$ cat src/rtl/d_kes_elu_sequencer_if.sv
// rtl/d_kes_elu_sequencer_if.sv - control/data bundle between KES top, PE_DC/PE_ELU arrays and the ELU sequencer
// master drives the requests and discrepancy, slave is the sequencer itself.
interface d_kes_elu_sequencer_if #(
  parameter int GF_ORDER = 12,
  parameter int ITER_W   = 5
);
  logic                i_stop_dec;
  logic                i_start;
  logic [GF_ORDER-1:0] i_d_2i;
  logic                i_d_2i_valid;
  logic                o_EXECUTE_PE_DC;
  logic                o_EXECUTE_PE_ELU;
  logic [GF_ORDER-1:0] o_d_2i;
  logic [GF_ORDER-1:0] o_delta_2im2;
  logic                o_condition_2i;
  logic [ITER_W-1:0]   o_iter_cnt;
  logic                o_busy;
  logic                o_done;
  logic                o_timeout;

  modport master (
    output i_stop_dec, i_start, i_d_2i, i_d_2i_valid,
    input  o_EXECUTE_PE_DC, o_EXECUTE_PE_ELU, o_d_2i, o_delta_2im2, o_condition_2i,
    input  o_iter_cnt, o_busy, o_done, o_timeout
  );

  modport slave (
    input  i_stop_dec, i_start, i_d_2i, i_d_2i_valid,
    output o_EXECUTE_PE_DC, o_EXECUTE_PE_ELU, o_d_2i, o_delta_2im2, o_condition_2i,
    output o_iter_cnt, o_busy, o_done, o_timeout
  );
endinterface

$ cat src/rtl/d_kes_elu_sequencer.sv
// rtl/d_kes_elu_sequencer.sv - inversion-less BM error-locator update iteration sequencer
// Optional WAIT_DC watchdog enabled by defining D_KES_ELU_SEQ_TIMEOUT_EN.
module d_kes_elu_sequencer #(
  parameter int GF_ORDER = 12,
  parameter int T        = 27,
  parameter int ITER_W   = 5,
  parameter int K_W      = 7
`ifdef D_KES_ELU_SEQ_TIMEOUT_EN
  ,
  parameter int TIMEOUT  = 63
`endif
) (
  input logic                  i_clk,
  input logic                  i_RESET_KES,
  d_kes_elu_sequencer_if.slave bus
);
  typedef enum logic [2:0] {IDLE, REQ_DC, WAIT_DC, EXEC, GAP, DONE} state_t;

  state_t                state_q, state_d;
  logic [GF_ORDER-1:0]   d_2i_q;
  logic [GF_ORDER-1:0]   delta_q;
  logic signed [K_W-1:0] k_q;
  logic [ITER_W-1:0]     iter_q;
  logic                  abort;
  logic                  condition;
  logic                  timeout_hit;
  logic                  timeout_q;

  assign abort     = i_RESET_KES | bus.i_stop_dec;
  assign condition = (d_2i_q != '0) && !k_q[K_W-1];

`ifdef D_KES_ELU_SEQ_TIMEOUT_EN
  localparam int TMO_W = $clog2(TIMEOUT + 1);
  logic [TMO_W-1:0] wait_cnt_q;

  // Counter is zero on WAIT_DC entry, so the TIMEOUT-th silent cycle is count TIMEOUT-1.
  assign timeout_hit = (state_q == WAIT_DC) && !bus.i_d_2i_valid &&
                       (wait_cnt_q == TMO_W'(TIMEOUT - 1));

  always_ff @(posedge i_clk) begin
    if (abort) begin
      wait_cnt_q <= '0;
      timeout_q  <= 1'b0;
    end else begin
      wait_cnt_q <= (state_q == WAIT_DC) ? wait_cnt_q + TMO_W'(1) : '0;
      if (timeout_hit)
        timeout_q <= 1'b1;
      else if (state_q == IDLE && bus.i_start)
        timeout_q <= 1'b0;
    end
  end
`else
  assign timeout_hit = 1'b0;
  assign timeout_q   = 1'b0;
`endif

  always_ff @(posedge i_clk) begin
    if (abort) state_q <= IDLE;
    else       state_q <= state_d;
  end

  always_comb begin
    state_d = state_q;
    unique case (state_q)
      IDLE:    if (bus.i_start) state_d = REQ_DC;
      REQ_DC:  state_d = WAIT_DC;
      WAIT_DC: begin
        if (bus.i_d_2i_valid) state_d = EXEC;
        else if (timeout_hit) state_d = IDLE;
      end
      EXEC:    state_d = GAP;
      // The PE sits in its output state during GAP, so no new request is issued here.
      GAP:     state_d = (iter_q == ITER_W'(T)) ? DONE : REQ_DC;
      DONE:    state_d = IDLE;
      default: state_d = IDLE;
    endcase
  end

  always_ff @(posedge i_clk) begin
    if (abort) begin
      d_2i_q  <= '0;
      delta_q <= GF_ORDER'(1);
      k_q     <= '0;
      iter_q  <= '0;
    end else begin
      unique case (state_q)
        IDLE: if (bus.i_start) begin
          delta_q <= GF_ORDER'(1);
          k_q     <= '0;
          iter_q  <= '0;
        end
        WAIT_DC: if (bus.i_d_2i_valid) d_2i_q <= bus.i_d_2i;
        EXEC: begin
          if (condition) begin
            delta_q <= d_2i_q;
            k_q     <= -k_q - K_W'(1);
          end else begin
            k_q     <= k_q + K_W'(1);
          end
          iter_q <= iter_q + ITER_W'(1);
        end
        default: ;
      endcase
    end
  end

  always_comb begin
    bus.o_EXECUTE_PE_DC  = (state_q == REQ_DC);
    bus.o_EXECUTE_PE_ELU = (state_q == EXEC);
    bus.o_busy           = (state_q != IDLE);
    bus.o_done           = (state_q == DONE);
    bus.o_d_2i           = d_2i_q;
    bus.o_delta_2im2     = delta_q;
    bus.o_condition_2i   = condition;
    bus.o_iter_cnt       = iter_q;
    bus.o_timeout        = timeout_q;
  end
endmodule

$ cat src/flat_wrapper.sv
// flat-port wrapper written by rule: the top's interface ports become plain ports
module d_kes_elu_sequencer_flat 
#(
  parameter int GF_ORDER = 12,
  parameter int T        = 27,
  parameter int ITER_W   = 5,
  parameter int K_W      = 7

)
  (i_clk, i_RESET_KES, bus_i_stop_dec, bus_i_start, bus_i_d_2i, bus_i_d_2i_valid, bus_o_EXECUTE_PE_DC, bus_o_EXECUTE_PE_ELU, bus_o_d_2i, bus_o_delta_2im2, bus_o_condition_2i, bus_o_iter_cnt, bus_o_busy, bus_o_done, bus_o_timeout);
  d_kes_elu_sequencer_if #(.GF_ORDER(GF_ORDER), .ITER_W(ITER_W)) bus_i ();
  input logic i_clk;
  input logic i_RESET_KES;
  input wire logic [$bits(bus_i.i_stop_dec)-1:0] bus_i_stop_dec;
  input wire logic [$bits(bus_i.i_start)-1:0] bus_i_start;
  input wire logic [$bits(bus_i.i_d_2i)-1:0] bus_i_d_2i;
  input wire logic [$bits(bus_i.i_d_2i_valid)-1:0] bus_i_d_2i_valid;
  output wire logic [$bits(bus_i.o_EXECUTE_PE_DC)-1:0] bus_o_EXECUTE_PE_DC;
  output wire logic [$bits(bus_i.o_EXECUTE_PE_ELU)-1:0] bus_o_EXECUTE_PE_ELU;
  output wire logic [$bits(bus_i.o_d_2i)-1:0] bus_o_d_2i;
  output wire logic [$bits(bus_i.o_delta_2im2)-1:0] bus_o_delta_2im2;
  output wire logic [$bits(bus_i.o_condition_2i)-1:0] bus_o_condition_2i;
  output wire logic [$bits(bus_i.o_iter_cnt)-1:0] bus_o_iter_cnt;
  output wire logic [$bits(bus_i.o_busy)-1:0] bus_o_busy;
  output wire logic [$bits(bus_i.o_done)-1:0] bus_o_done;
  output wire logic [$bits(bus_i.o_timeout)-1:0] bus_o_timeout;
  assign bus_i.i_stop_dec = bus_i_stop_dec;
  assign bus_i.i_start = bus_i_start;
  assign bus_i.i_d_2i = bus_i_d_2i;
  assign bus_i.i_d_2i_valid = bus_i_d_2i_valid;
  assign bus_o_EXECUTE_PE_DC = bus_i.o_EXECUTE_PE_DC;
  assign bus_o_EXECUTE_PE_ELU = bus_i.o_EXECUTE_PE_ELU;
  assign bus_o_d_2i = bus_i.o_d_2i;
  assign bus_o_delta_2im2 = bus_i.o_delta_2im2;
  assign bus_o_condition_2i = bus_i.o_condition_2i;
  assign bus_o_iter_cnt = bus_i.o_iter_cnt;
  assign bus_o_busy = bus_i.o_busy;
  assign bus_o_done = bus_i.o_done;
  assign bus_o_timeout = bus_i.o_timeout;
  d_kes_elu_sequencer #(.GF_ORDER(GF_ORDER), .T(T), .ITER_W(ITER_W), .K_W(K_W)) u_core (.i_clk(i_clk), .i_RESET_KES(i_RESET_KES), .bus(bus_i));
endmodule
$ cat config.mk
export PLATFORM = sky130hd
export DESIGN_NAME = d_kes_elu_sequencer_flat
export DESIGN_NICKNAME = d
export VERILOG_FILES = /design/src/rtl/d_kes_elu_sequencer_if.sv /design/src/rtl/d_kes_elu_sequencer.sv /design/src/flat_wrapper.sv
export SDC_FILE = /design/constraint.sdc
export NUM_CORES = 1
export LEC_CHECK = 0
export ABC_AREA = 1
export CAP_MARGIN = 0
export CORE_MARGIN = 5
export CORE_UTILIZATION = 42
export DETAILED_ROUTE_END_ITERATION = 6
export HOLD_SLACK_MARGIN = 0.02
export PLACE_DENSITY = 0.75
export SKIP_LAST_GASP = 1
export SYNTH_ARGS = -nofsm -noshare
export SYNTH_HDL_FRONTEND = slang
export SYNTH_SLANG_ARGS = --single-unit
$ cat constraint.sdc
create_clock -name i_clk -period 1.31 [get_ports i_clk]
set_input_delay 0.3275 -clock i_clk [delete_from_list [all_inputs] [get_ports i_clk]]
set_output_delay 0.3275 -clock i_clk [all_outputs]
set_load 0.1 [all_outputs]
Word level (Yosys, flattened, before mapping)

Cells that the tools add are included.

Bits in registers: 39
Latch bits: 0
RAM bits: 0
Memory bits (read-only): 0
Input bits: 17
Output and inout bits: 35
Logic and storage cells: 41
Memories: 0

$add $sub $neg: 4
Multiply operators: 0
Divide/modulo/power cells: 0
Magnitude comparators: 0
Equality and inequality tests: 9
Shift-type cells: 0
Muxes and demuxes: 12
Bitwise operators: 1
Reductions and logical operators: 10

Operators by type and width:

| operator                                            | number |
|---|---|
| two-way mux 12 bit                                  | 2 |
| case mux 12 bit (2 select lines)                    | 1 |
| case mux 3 bit (5 select lines)                     | 1 |
| two-way mux 7 bit                                   | 2 |
| case mux 7 bit (2 select lines)                     | 1 |
| nonzero test 12 bit                                 | 1 |
| case mux 5 bit (2 select lines)                     | 1 |
| two-way mux 3 bit                                   | 3 |
| adder 7 x 2 -> 7 bit, second input constant         | 1 |
| negator 7 bit                                       | 1 |
| subtractor 7 x 2 -> 7 bit, second input constant    | 1 |
| equality test 3 x 2 -> 1 bit, second input constant | 2 |
| equality test 3 bit, second input constant          | 2 |
| AND reduction 2 bit                                 | 3 |
| adder 5 x 1 -> 5 bit, second input constant         | 1 |
| equality test 5 bit, second input constant          | 1 |
| two-way mux 5 bit                                   | 1 |
| != test 2 bit, second input constant                | 2 |
| equality test 3 x 1 -> 1 bit, second input constant | 1 |
| zero test 3 bit                                     | 1 |
| AND reduction 3 bit                                 | 1 |
| nonzero test 3 bit                                  | 1 |
| != test 2 x 1 -> 1 bit, second input constant       | 1 |
| nonzero test 2 bit                                  | 1 |
| 3 further kinds                                     | 3 |

Longest topological paths before layout

Depth in word-level cells: 4
Mapped depth: 10
Gate-level depth less buffers: 10

Worst setup path before layout

No wires, ideal clock.

Kind: reg-to-output
Start: register u_core.state_q[2]
End: output port bus_o_done
Arrival: 2632 ps
Required time: 983 ps
Setup slack: -1650 ps
Stages on the path, launching flop included: 3
Buffers on the path: 0
Cells stage by stage: dfxtp_1 > inv_1 > nor3_1

Longest elaborated chain between the ends: 1

RTL lines:

| item                     | line                       | RTL |
|---|---|---|
| start: declaration       | d_kes_elu_sequencer.sv:19  | `state_t state_q, state_d;` |
| start signal: assignment | d_kes_elu_sequencer.sv:59  | `else state_q <= state_d;` |
| equality test 3 bit      | d_kes_elu_sequencer.sv:111 | `bus.o_done = (state_q == DONE);` |
| end: declaration         | flat_wrapper.sv:25         | `output wire logic [$bits(bus_i.o_done)-1:0] bus_o_done;` |

No other way between the ends.

Worst setup path in the final report

Start: register u_core.d_2i_q[2], in the netlist u_core.bus.o_d_2i[2]
End: output port bus_o_condition_2i

Longest elaborated chain between the ends: 2

RTL lines:

| item                     | line                      | RTL |
|---|---|---|
| start: declaration       | d_kes_elu_sequencer.sv:20 | `logic [GF_ORDER-1:0] d_2i_q;` |
| start signal: assignment | d_kes_elu_sequencer.sv:92 | `WAIT_DC: if (bus.i_d_2i_valid) d_2i_q <= bus.i_d_2i;` |
| nonzero test 12 bit      | d_kes_elu_sequencer.sv:30 | `assign condition = (d_2i_q != '0) && !k_q[K_W-1];` |
| logical AND 1 bit        | d_kes_elu_sequencer.sv:30 |  |
| end: declaration         | flat_wrapper.sv:22        | `output wire logic [$bits(bus_i.o_condition_2i)-1:0] bus_o_condition_2i;` |

No other way between the ends.

==> results.md <==
* Reg-to-Reg Start: u_core.bus.o_d_2i[2]
* Syn Inst Count at between 200 and 250
* Clk_lat worst skew at around 300 ps
* Initial core utilization at roughly 43%
* CTS clk-pin slew, worst paths at ~80 ps
* Type of the worst setup path: register to output port
* Multi-input logic area at around 980 um^2
* Commonest non-fill, non-tap cells in the layout: nand2_1 (48), buf_12 (38), buf_4 (30)
* Final min period at around 1700 ps
* Yosys warns at 0
* Critical path arrival at around 1400 ps
* Final Net Count at 340
* CTS max path bufs at 2
* FF-to-FF End: u_core.bus.o_delta_2im2[7]
* Remaining antenna violation count at 0
* Core area at between 4000 and 5000 um^2
* Top cells by area, synth: dfxtp_1 (45%), nand2_1 (11%), a21oi_1 (9.5%), inv_1 (5.6%), o21ai_0 (4.9%)
* Residual DRC count at 0
* Cell family with most CP delay: simple AND/OR/NAND/NOR gates
* First-pass DRT Iterations at 4
* Wire per inst at between 15 and 20 um
* RSZ-0062 raised after global routing: yes
* First-pass GRT wire length at around 8500 um
* DP Cell Count at ~350
* Worst hold start: u_core.bus.o_d_2i[10]
* Syn_area_per_cell at between 7 and 8 um^2
* Vias in the first global route at ~1800
* Hold-critical path endpoint: u_core.bus.o_d_2i[10]
* Initial antenna violation count at 0
* Power Density at 727 nW/um^2
* Leak at around 1.3 nW
* Final WS setup at -374 ps
* Seq cells post-synth at 39
* Crit share post-route at 129%
* Most common cell after layout, fill and taps aside: nand2_1
* Failing checks: negative setup slack
* Drt initial violations at around 180
* Post-CTS Hold Fix Bufs at 0
* Post-Layout Cell Count at approximately 370
* Antenna Cells at 0
* Die Wd at ~74 um
* WP data required at 980 ps
* Critical path capture point type: output port
* HPWL after DPL at about 3600 um
* Synth cell types at 26
* Die area at 5510 um^2
* Status: finished with violations
* Top cell type's share of synthesized area at ~45%
* Crit-path max cell delay at ~360 ps
* Worst vdd ir at around 0.00073 V
* IO Count at 52
* Design area at between 3000 and 4000 um^2
* Yosys top cell by area: dfxtp_1
* Drt total wl at slightly above 6000 um
* Clock skew at 7.93 ps
* Critical Path Most Common Cell: nand2_2
* Area growth from synthesis to layout at 91.7%
* Pins Over Slew Limit at 0
* H-tree Lvls at 2
* Max-cap violations at 0
* # clock sinks at 39
* R2R setup slack at -90 ps
* Largest net degree at the start of global routing at 25
* Hold Violations, Final at 0
* Cts bufs inserted at 5
* GRT overflow at 0
* Final setup vio count at 22
* Max Fclk at between 500 and 600 MHz
* Storage element area at between 800 and 900 um^2
* Die Ht at 74.2 um
* Worst hold path type: register to register
* Layout cells sized above 1 at between 40 and 50%
* Syn Std Cell Area at about 1700 um^2
* Routability cong. at 0.935
* Total GRT Usage at between 20% and 30%
* Vias at just under 2000
* WP buf/inv at 2
* Crit path launch type: register
* Buffers on Ports at 50
* Post-Route Utilization at ~83%
* Sequential-to-total area share from yosys stat at between 40% and 50%
* CTS Root Buffer Type: clkbuf_8
* TritonCTS clock tree: built
* Number of core rows at 23
* Placed cell area at 2920 um^2
* Hold depth at 2
* Layout filler cell count at 202
* Post-DR vias/cell at approximately 5.3
* R2R cell count at 10
* CP Cell Sequence: nor2_4 -> nand2_2 -> nor2_2 -> nand2_2 -> nand2_4 -> clkinvlp_4 -> buf_12
* CP Max Fanout at 2
* Mapped Nets at between 200 and 300
* Crit-path slowest cell: dfxtp_4
-- tightest hold or removal path, delay by kind of cell (launching register included) --
kind	cells	cell delay, ps
flops	1	350
buf+inv	1	50
compound gates	1	50
-- timing repair --
item | 4_1_cts | 5_1_grt
pin swaps | 7 | 5
setup buffers | 9 | 6
gates resized for setup | 24 | 24
setup endpoints to repair | 21 | 40
cloned | 1 | 0
-- routing by layer --
| metal | track usage, % | share of wire (%) | vias to the layer above | routed length [um] |
|---|---|---|---|---|
| li1 | - | - | 935 | - |
| met1 | 24.3 | 38 | 936 | 2340 |
| met2 | 34.4 | 52 | 74 | 3220 |
| met3 | 4.73 | 7.1 | 13 | 434 |
| met4 | 10.9 | 2.5 | 0 | 154 |
| met5 | 0 | 0 | - | 0 |
-- cell usage after synthesis, drive strengths merged --
cell / count
clkbuf: 3
ha: 2
inv: 28
nor3: 4
conb: 1
a21oi: 33
dfxtp: 39
o21ai: 17
nand3: 11
o22ai: 1
nand2: 60
o211ai: 2
nor2: 18
nand4: 4
buf: 6
a211oi: 2
a21boi: 1
-- per-stage QoR --
stage | hold WS (ps) | total power, mW | setup slack (ps) | setup TNS, ps
floorplan | 442 | 1.39 | -351 | -2280
global placement | 451 | 1.53 | -163 | -4990
detailed placement | 464 | 1.54 | -226 | -6550
CTS | 477 | 2.35 | -367 | -1860
global route | 489 | 2.48 | -423 | -3590
finish | 480 | 2.41 | -374 | -2130
-- report_power, final --
part / switching, mW / internal (mW) / leakage (nW)
Combinational: 0.245 / 0.192 / 0.930
Clock: 0.435 / 0.372 / 0.0412
Sequential: 0.00900 / 1.16 / 0.330
Total: 0.689 / 1.72 / 1.30
-- flip-flops by register name, indices dropped and copies added, names as in the netlist --
signal,cells
u_core.k_q,7
u_core.bus.o_d_2i,12
u_core.state_q,3
u_core.bus.o_iter_cnt,5
u_core.bus.o_delta_2im2,12
-- kinds of logic (layout without fill, tap and decap cells) --
kind of cell / Yosys count / after routing / share of synthesized area (%)
fa+ha+maj: 2 / 2 / 1.44
flops: 39 / 39 / 45.1
other cells: 1 / 1 / 0.217
compound gates: 56 / 56 / 17.0
buf+inv: 37 / 126 / 9.46
simple gates: 97 / 98 / 26.8
-- cell type report --
type	instances	share of cell area (%)
flip-flops and latches	39	25.6
repair buffers	90	36.7
inverters	28	3.92
clock inverters	2	0.377
multi-input cells	157	29.4
well taps	50	1.88
clock buffers	6	2.19
-- worst max-delay path by stage --
stage | start | to | slack (ps) | cells past startpoint
floorplan | u_core.bus.o_d_2i[2] | bus_o_condition_2i | -350 | 6
global placement | bus_i_stop_dec | u_core.bus.o_d_2i[10] | -160 | 5
detailed placement | bus_i_stop_dec | u_core.k_q[0] | -230 | 5
CTS | u_core.bus.o_d_2i[0] | bus_o_condition_2i | -370 | 7
global route | u_core.bus.o_d_2i[6] | bus_o_condition_2i | -420 | 7
finish | u_core.bus.o_d_2i[2] | bus_o_condition_2i | -370 | 7
(Power assumes the default switching activity.)
